<file path="config.mk">
export PLATFORM = sky130hd
export DESIGN_NAME = uart_boot_loader
export DESIGN_NICKNAME = d
export VERILOG_FILES = /design/src/rtl/uart_boot_loader.sv
export SDC_FILE = /design/constraint.sdc
export NUM_CORES = 1
export LEC_CHECK = 0
export CAP_MARGIN = 20
export CELL_PAD_IN_SITES_DETAIL_PLACEMENT = 1
export CELL_PAD_IN_SITES_GLOBAL_PLACEMENT = 2
export CORE_UTILIZATION = 37
export DETAILED_ROUTE_END_ITERATION = 16
export DONT_BUFFER_PORTS = 1
export PLACE_DENSITY_LB_ADDON = 0.05
export SLEW_MARGIN = 20
export SYNTH_ARGS = -nofsm -noshare
export SYNTH_HDL_FRONTEND = slang
export SYNTH_SLANG_ARGS = --single-unit
</file>
<file path="constraint.sdc">
create_clock -name clock -period 2.7 [get_ports clock]
set_clock_uncertainty 0.1 [all_clocks]
set_input_delay 0.54 -clock clock [delete_from_list [all_inputs] [get_ports clock]]
set_output_delay 0.54 -clock clock [all_outputs]
set_load 0.02 [all_outputs]
</file>
<file path="src/rtl/uart_boot_loader.sv">
// UART program loader: receives an 8N1 image (count, words, optional checksum) and writes it into
// instruction memory while holding the core in reset. Define BOOT_CHECKSUM_EN to require a trailing XOR byte.
module uart_boot_loader #(
  parameter int CLKS_PER_BIT = 16,
  parameter int ADDR_WIDTH   = 10
) (
  input  logic        clock,
  input  logic        reset,
  input  logic        rx,
  output logic        imem_we,
  output logic [31:0] imem_addr,
  output logic [31:0] imem_data,
  output logic        cpu_reset,
  output logic        busy,
  output logic        done,
  output logic        error
);

  localparam int CW = $clog2(CLKS_PER_BIT);
  localparam logic [CW-1:0] BIT_LAST  = CW'(CLKS_PER_BIT - 1);
  localparam logic [CW-1:0] HALF_LAST = CW'(CLKS_PER_BIT / 2 - 1);
  localparam logic [32:0]   MAX_WORDS = 33'd1 << ADDR_WIDTH;

  typedef enum logic [1:0] {RX_IDLE, RX_START, RX_DATA, RX_STOP} rx_state_t;

  typedef enum logic [2:0] {
    LD_COUNT,
    LD_DATA,
`ifdef BOOT_CHECKSUM_EN
    LD_CHECK,
`endif
    LD_DONE,
    LD_ERROR
  } ld_state_t;

  // The state entered once the last word (or an empty count) has been consumed.
`ifdef BOOT_CHECKSUM_EN
  localparam ld_state_t LD_FINISH = LD_CHECK;
`else
  localparam ld_state_t LD_FINISH = LD_DONE;
`endif

  logic rx_meta_q, rx_meta_d;
  logic rx_sync_q, rx_sync_d;
  logic rx_prev_q, rx_prev_d;

  rx_state_t       rx_state_q, rx_state_d;
  logic [CW-1:0]   cnt_q, cnt_d;
  logic [2:0]      bit_idx_q, bit_idx_d;
  logic [7:0]      shift_q, shift_d;
  logic            byte_valid;
  logic            frame_err;

  ld_state_t             ld_state_q, ld_state_d;
  logic [1:0]            byte_cnt_q, byte_cnt_d;
  logic [31:0]           asm_q, asm_d;
  logic [31:0]           count_q, count_d;
  logic [ADDR_WIDTH-1:0] word_idx_q, word_idx_d;
  logic                  last_word;
  logic                  imem_we_q, imem_we_d;
  logic [31:0]           imem_addr_q, imem_addr_d;
  logic [31:0]           imem_data_q, imem_data_d;
  logic                  cpu_reset_q, cpu_reset_d;
  logic                  busy_q, busy_d;
  logic                  done_q, done_d;
  logic                  error_q, error_d;
`ifdef BOOT_CHECKSUM_EN
  logic [7:0]            csum_q, csum_d;
`endif

  // Synchronizer plus one extra stage so a falling edge is seen the first cycle rx_sync_q goes low.
  always_comb begin
    rx_meta_d = rx;
    rx_sync_d = rx_meta_q;
    rx_prev_d = rx_sync_q;
  end

  always_comb begin
    rx_state_d = rx_state_q;
    cnt_d      = cnt_q;
    bit_idx_d  = bit_idx_q;
    shift_d    = shift_q;
    byte_valid = 1'b0;
    frame_err  = 1'b0;
    case (rx_state_q)
      RX_IDLE: begin
        if (rx_prev_q && !rx_sync_q) begin
          rx_state_d = RX_START;
          cnt_d      = '0;
        end
      end
      RX_START: begin
        if (cnt_q == HALF_LAST) begin
          cnt_d      = '0;
          bit_idx_d  = 3'd0;
          rx_state_d = rx_sync_q ? RX_IDLE : RX_DATA;
        end else begin
          cnt_d = cnt_q + CW'(1);
        end
      end
      RX_DATA: begin
        if (cnt_q == BIT_LAST) begin
          cnt_d     = '0;
          shift_d   = {rx_sync_q, shift_q[7:1]};
          bit_idx_d = bit_idx_q + 3'd1;
          if (bit_idx_q == 3'd7) rx_state_d = RX_STOP;
        end else begin
          cnt_d = cnt_q + CW'(1);
        end
      end
      RX_STOP: begin
        if (cnt_q == BIT_LAST) begin
          cnt_d      = '0;
          rx_state_d = RX_IDLE;
          byte_valid = rx_sync_q;
          frame_err  = !rx_sync_q;
        end else begin
          cnt_d = cnt_q + CW'(1);
        end
      end
      default: rx_state_d = RX_IDLE;
    endcase
  end

  assign last_word = (32'(word_idx_q) == count_q - 32'd1);

  always_comb begin
    ld_state_d  = ld_state_q;
    byte_cnt_d  = byte_cnt_q;
    asm_d       = asm_q;
    count_d     = count_q;
    word_idx_d  = word_idx_q;
    imem_we_d   = 1'b0;
    imem_addr_d = imem_addr_q;
    imem_data_d = imem_data_q;
    cpu_reset_d = cpu_reset_q;
    busy_d      = busy_q;
    done_d      = done_q;
    error_d     = error_q;
`ifdef BOOT_CHECKSUM_EN
    csum_d      = csum_q;
`endif
    case (ld_state_q)
      LD_COUNT: begin
        if (frame_err) begin
          ld_state_d = LD_ERROR;
          error_d    = 1'b1;
          busy_d     = 1'b0;
        end else if (byte_valid) begin
          busy_d     = 1'b1;
          asm_d      = {shift_q, asm_q[31:8]};
          byte_cnt_d = byte_cnt_q + 2'd1;
          if (byte_cnt_q == 2'd3) begin
            count_d = asm_d;
            if ({1'b0, asm_d} > MAX_WORDS) begin
              ld_state_d = LD_ERROR;
              error_d    = 1'b1;
              busy_d     = 1'b0;
            end else if (asm_d == 32'd0) begin
              ld_state_d = LD_FINISH;
            end else begin
              ld_state_d = LD_DATA;
            end
          end
        end
      end
      LD_DATA: begin
        if (frame_err) begin
          ld_state_d = LD_ERROR;
          error_d    = 1'b1;
          busy_d     = 1'b0;
        end else if (byte_valid) begin
          asm_d      = {shift_q, asm_q[31:8]};
          byte_cnt_d = byte_cnt_q + 2'd1;
`ifdef BOOT_CHECKSUM_EN
          csum_d     = csum_q ^ shift_q;
`endif
          if (byte_cnt_q == 2'd3) begin
            imem_we_d   = 1'b1;
            imem_addr_d = 32'(word_idx_q) << 2;
            imem_data_d = asm_d;
            word_idx_d  = word_idx_q + ADDR_WIDTH'(1);
            if (last_word) ld_state_d = LD_FINISH;
          end
        end
      end
`ifdef BOOT_CHECKSUM_EN
      LD_CHECK: begin
        if (frame_err || (byte_valid && shift_q != csum_q)) begin
          ld_state_d = LD_ERROR;
          error_d    = 1'b1;
          busy_d     = 1'b0;
        end else if (byte_valid) begin
          ld_state_d = LD_DONE;
        end
      end
`endif
      // Completion flags are raised one cycle after entering DONE, i.e. after the final write.
      LD_DONE: begin
        busy_d      = 1'b0;
        done_d      = 1'b1;
        cpu_reset_d = 1'b0;
      end
      LD_ERROR: begin
        busy_d = 1'b0;
      end
      default: ld_state_d = LD_ERROR;
    endcase
  end

  always_ff @(posedge clock) begin
    if (reset) begin
      rx_meta_q   <= 1'b1;
      rx_sync_q   <= 1'b1;
      rx_prev_q   <= 1'b1;
      rx_state_q  <= RX_IDLE;
      cnt_q       <= '0;
      bit_idx_q   <= 3'd0;
      shift_q     <= 8'd0;
      ld_state_q  <= LD_COUNT;
      byte_cnt_q  <= 2'd0;
      asm_q       <= 32'd0;
      count_q     <= 32'd0;
      word_idx_q  <= '0;
      imem_we_q   <= 1'b0;
      imem_addr_q <= 32'd0;
      imem_data_q <= 32'd0;
      cpu_reset_q <= 1'b1;
      busy_q      <= 1'b0;
      done_q      <= 1'b0;
      error_q     <= 1'b0;
`ifdef BOOT_CHECKSUM_EN
      csum_q      <= 8'd0;
`endif
    end else begin
      rx_meta_q   <= rx_meta_d;
      rx_sync_q   <= rx_sync_d;
      rx_prev_q   <= rx_prev_d;
      rx_state_q  <= rx_state_d;
      cnt_q       <= cnt_d;
      bit_idx_q   <= bit_idx_d;
      shift_q     <= shift_d;
      ld_state_q  <= ld_state_d;
      byte_cnt_q  <= byte_cnt_d;
      asm_q       <= asm_d;
      count_q     <= count_d;
      word_idx_q  <= word_idx_d;
      imem_we_q   <= imem_we_d;
      imem_addr_q <= imem_addr_d;
      imem_data_q <= imem_data_d;
      cpu_reset_q <= cpu_reset_d;
      busy_q      <= busy_d;
      done_q      <= done_d;
      error_q     <= error_d;
`ifdef BOOT_CHECKSUM_EN
      csum_q      <= csum_d;
`endif
    end
  end

  assign imem_we   = imem_we_q;
  assign imem_addr = imem_addr_q;
  assign imem_data = imem_data_q;
  assign cpu_reset = cpu_reset_q;
  assign busy      = busy_q;
  assign done      = done_q;
  assign error     = error_q;

endmodule

</file>
# Yosys cells after proc, flatten, opt, wreduce, memory -nomap -nowiden

Index checks and enable logic that the tools add are counted.

Add/subtract/negate cells: 5
Magnitude comparators: 1
Eq/ne operators: 23
Muxes and demuxes: 41
Bitwise logic cells: 4
Reduce and logical (&&, ||, !) cells: 21

Operators by type and width:

| cell                                                  | count |
|---|---|
| == test 10 x 32 -> 1 bit                              | 1 |
| > comparator 32 x 11 -> 1 bit (second input constant) | 1 |
| logical NOT 32 bit                                    | 1 |
| subtractor 32 x 1 -> 32 bit (second input constant)   | 1 |
| two-way mux 3 bit                                     | 9 |
| != test 3 bit (second input constant)                 | 6 |
| two-way mux 2 bit                                     | 8 |
| two-way mux 1 bit                                     | 15 |
| two-way mux 4 bit                                     | 3 |
| != test 2 bit (second input constant)                 | 6 |
| case mux 4 bit (3 select lines)                       | 1 |
| adder 10 x 1 -> 10 bit (second input constant)        | 1 |
| AND reduction 5 bit                                   | 2 |
| case mux 3 bit (3 select lines)                       | 1 |
| AND reduction 3 bit                                   | 3 |
| case mux 2 bit (4 select lines)                       | 1 |
| AND reduction 4 bit                                   | 2 |
| == test 2 bit (second input constant)                 | 3 |
| == test 3 x 2 -> 1 bit (second input constant)        | 2 |
| case mux 3 bit (2 select lines)                       | 1 |
| AND reduction 6 bit                                   | 1 |
| OR reduction 2 bit                                    | 3 |
| adder 4 x 1 -> 4 bit (second input constant)          | 1 |
| == test 4 x 3 -> 1 bit (second input constant)        | 1 |
| other kinds (17)                                      | 21 |

Register bits: 146
Output and inout port bits: 69
Word-level logic and storage cells: 114

# Depth between registers and ports, before layout

Depth after elaboration: 7
Gate-level depth with buffers: 10

# Worst setup path after synthesis

No wires, ideal clock.

Path type: register to register
Start point: register count_q[0]
End point: register ld_state_q[0]
Setup time: 116 ps
Arrival time: 2041 ps
Setup slack: 443 ps
Stages on the path, launching flop included: 11
Buffers on the path: 1
Cell sequence: dfxtp_1 -> inv_1 -> ha_1 -> buf_1 -> nor2_1 -> nand3_1 -> o32ai_1 -> nor3_1 -> a2111oi_2 -> nand3_1 -> a41o_1

Longest elaborated chain between the ends: 4

RTL lines:

| what                          | RTL line | text |
|---|---|---|
| start: declaration            | 57       | `logic [31:0] count_q, count_d;` |
| start signal: assignment      | 246      | `count_q <= count_d;` |
| subtractor 32 x 1 -> 32 bit   | 125      | `assign last_word = (32'(word_idx_q) == count_q - 32'd1);` |
| == test 10 x 32 -> 1 bit      | 125      |  |
| != test 3 bit (no line)       | --       |  |
| AND reduction 6 bit (no line) | --       |  |
| end signal: assignment        | 243      | `ld_state_q <= ld_state_d;` |
| end: declaration              | 54       | `ld_state_t ld_state_q, ld_state_d;` |

Every way passes these cells.
A chain may end at the register's enable or synchronous reset.

# Worst setup path in the final report

Start point: register cnt_q[0]
End point: register imem_data_q[12], in the netlist imem_data[12]

Longest elaborated chain between the ends: 5
Elaborated cells between the ends (all ways): 7
Classes of those cells: 1 x eq/ne; 4 x mux; 1 x bitwise; 1 x reduce/logical

RTL lines:

| what                            | RTL line | text |
|---|---|---|
| start: declaration              | 48       | `logic [CW-1:0] cnt_q, cnt_d;` |
| start signal: assignment        | 240      | `cnt_q <= cnt_d;` |
| == test 4 bit *                 | 112      | `if (cnt_q == BIT_LAST) begin` |
| two-way mux 1 bit               | 112      |  |
| two-way mux 1 bit               | 85       | `case (rx_state_q)` |
| NOT 1 bit (no line)             | --       |  |
| AND reduction 4 bit (no line) * | --       |  |
| end signal: assignment          | 250      | `imem_data_q <= imem_data_d;` |
| end: declaration                | 62       | `logic [31:0] imem_data_q, imem_data_d;` |

Every way passes the cells marked *; elsewhere a longest branch is shown, timed or not.

==> run metrics <==
status complete, no violations; Worst EP arrival 2.73 ns; crit share post-route 93.7%; min Tclk post-route 2.53 ns; Layout area overhead 13.4%; asr flop ratio synth 0%; most frequent cells in the layout nand2_1, dfxtp_1, a21oi_1; Post-synth EDFFs 0; Starting Density 37.9%; Die Wd 129 um; Wirelength per Cell 17.4 um; antenna violations before repair 0; Initial DRT Pass Iterations 4; vias in the first global route 5009; Fin Hold WS 0.0983 ns; Lkg Pwr 2.60 nW; critical path class reg2reg; Slew Limit Fails 0; Top delay family on crit path simple AND/OR/NAND/NOR gates; DR vias 5064; PortBufs 0; worst path required time 2.90 ns; slowest cell on the critical path or3_1; syn avg cell area 7.94 um2; CTS max path bufs 2; CP bufs+invs 2; Cell Rows 46; Clock transition at path regs 0.06 ns; final setup violation count 0; maxcap violations 0; worst hold path class in2reg; post-synthesis instance total 757; Vias per Instance 5.17; placed cell areas 0.00618 mm2; final wirelength 17000 um; DRC errors left 0; grt total ovfl 0; RD Place Congestion 0.826; Die Area 0.0168 mm2; layout cell share with drive strength beyond 1 9.31%; die height 129 um; max_slew headroom 54.7%; largest net degree at the start of global routing 139; Top FF cell, synth dfxtp_1; # diodes 0; Critical Path Source Type register; Setup TNS 0 ns; CTS Hold Buffers Added 0; Max rail drop VDD 0.491 mV; core region area 0.0159 mm2; I/O pins 72; dpl hpwl 11900 um; post-synthesis cell area 0.00601 mm2; Crit path top cell by count buf_4; crit-path cells ha_1, nand4_1, or3_1, buf_4, or2_1, buf_4, nand2_1, a21oi_1; unique cell type count in the Yosys netlist 55; element type at the critical path end register; Finished Layout Cells 979; design area 0.00682 mm2; commonest non-fill, non-tap cell in the layout nand2_1; CTS H-Tree Depth 4; Fin. Hold Viols 0; Slew @ Worst Pin 0.675 ns; number of nets with antenna violations after detailed routing 0; clock buffer count from CTS 17; CTS sink cnt 137; Max stage delay on crit path 0.48 ns; Ys Warns 0; clock latency on the worst-skew pair 0.42 ns; Total Nets Final 760; first-pass GRT wire length 27000 um; clock root cell clkbuf_16; Inst Count DP 947; CTS tree done; initial DRC count 239; crit-path max FO 44; Seq/Total Area, Yosys 45.6%; synthesized flop and latch total 137; RSZ-0062 raised after global routing false; fmax 0.395 GHz; GR Util All Layers 21.4%; P per Cell Area 665 mW/mm2
-- per-stage QoR --
stage          worst slack (ns)  power, mW  util [%]
2_1_floorplan             0.443       2.18         -
3_3_place_gp              0.163       2.13      38.9
3_5_place_dp              0.117       2.14      38.9
4_1_cts                  0.0752       4.59      42.8
5_1_grt                 0.00664       4.69      42.9
6_report                  0.171       4.54      42.9
-- synth_stat cells, drive strengths merged, types with 7 or more instances --
| cell type | number | share of area, % |
|---|---|---|
| nand2 | 186 | 12 |
| dfxtp | 137 | 46 |
| a21oi | 102 | 8.5 |
| nor2 | 62 | 3.9 |
| clkbuf | 37 | 2.3 |
| buf | 30 | 3.3 |
| mux2i | 24 | 4.0 |
| nor4 | 20 | 2.5 |
| o21ai | 18 | 1.5 |
| nand3 | 17 | 1.5 |
| xor2 | 13 | 1.9 |
| xnor2 | 11 | 1.6 |
| nor3 | 10 | 0.92 |
| inv | 9 | 0.56 |
| nand4 | 9 | 0.94 |
| or2 | 8 | 0.83 |
| or3 | 7 | 0.73 |
-- cells by family (layout without fill, tap and decap cells) --
kind of cell             after synthesis  after routing  share of synthesized area (%)
adder cells (fa/ha/maj)                6              6                           1.25
flip-flops                           137            137                           45.6
AND/OR/NAND/NOR                      344            344                           25.9
multiplexers                          24             24                           3.99
buffers and inverters                 76             61                           6.16
AO/OA/AOI/OAI                        145            145                           13.6
XOR/XNOR                              24             24                           3.50
other                                  1             22                         0.0624
-- registers in the layout, summed over array words and instances (netlist names), named ones only --
| register | flops |
|---|---|
| error | 1 |
| word_idx_q | 10 |
| done | 1 |
| imem_addr | 10 |
| cpu_reset | 1 |
| count_q | 32 |
| bit_idx_q | 3 |
| asm_q | 24 |
| imem_we | 1 |
| shift_q | 8 |
| imem_data | 32 |
| rx_meta_q | 1 |
| rx_prev_d | 1 |
| rx_prev_q | 1 |
| busy | 1 |
| byte_cnt_q | 2 |
| cnt_q | 4 |
| ld_state_q | 2 |
| rx_state_q | 1 |
-- layer usage --
metal | wire, um | vias to the layer above | part of all wire [%] | track usage [%]
li1 | - | 2518 | - | -
met1 | 7510 | 2461 | 44 | 26.0
met2 | 8790 | 72 | 52 | 37.5
met3 | 530 | 13 | 3.1 | 4.71
met4 | 212 | 0 | 1.2 | 7.18
met5 | 0 | - | 0 | 0
-- layout make-up --
class                   count  area, um2
clock buffers              19        453
clock inverters            12        164
fillers                  1932       9070
inverters                   9       33.8
multi-input cells         565       3000
flip-flops and latches    137       2740
well taps                 216        270
repair buffers             21        158
-- power breakdown --
part           internal, mW  switching [mW]
clock network          1.51           0.934
registers              2.03         0.00278
logic                0.0117          0.0501
-- path summary, 6_finish.rpt --
check	start	end	slack [ns]	cells after the start
min reg2reg	rx_meta_q$_SDFF_PP1_	rx_prev_d$_SDFF_PP1_	0.31	1
max reg2reg	cnt_q[0]$_SDFFE_PP0P_	imem_data[12]$_SDFFE_PP0P_	0.17	8
max	cnt_q[0]$_SDFFE_PP0P_	imem_data[12]$_SDFFE_PP0P_	0.17	8
min	reset	count_q[3]$_SDFFE_PP0P_	0.1	1
-- repair_timing --
| item | CTS | global route |
|---|---|---|
| buffers inserted | 0 | 1 |
| setup endpoints to repair | 0 | 2 |
| endpoints found under the hold margin | 0 | 0 |
| gates resized for setup | 0 | 2 |
(Power assumes the default switching activity.)
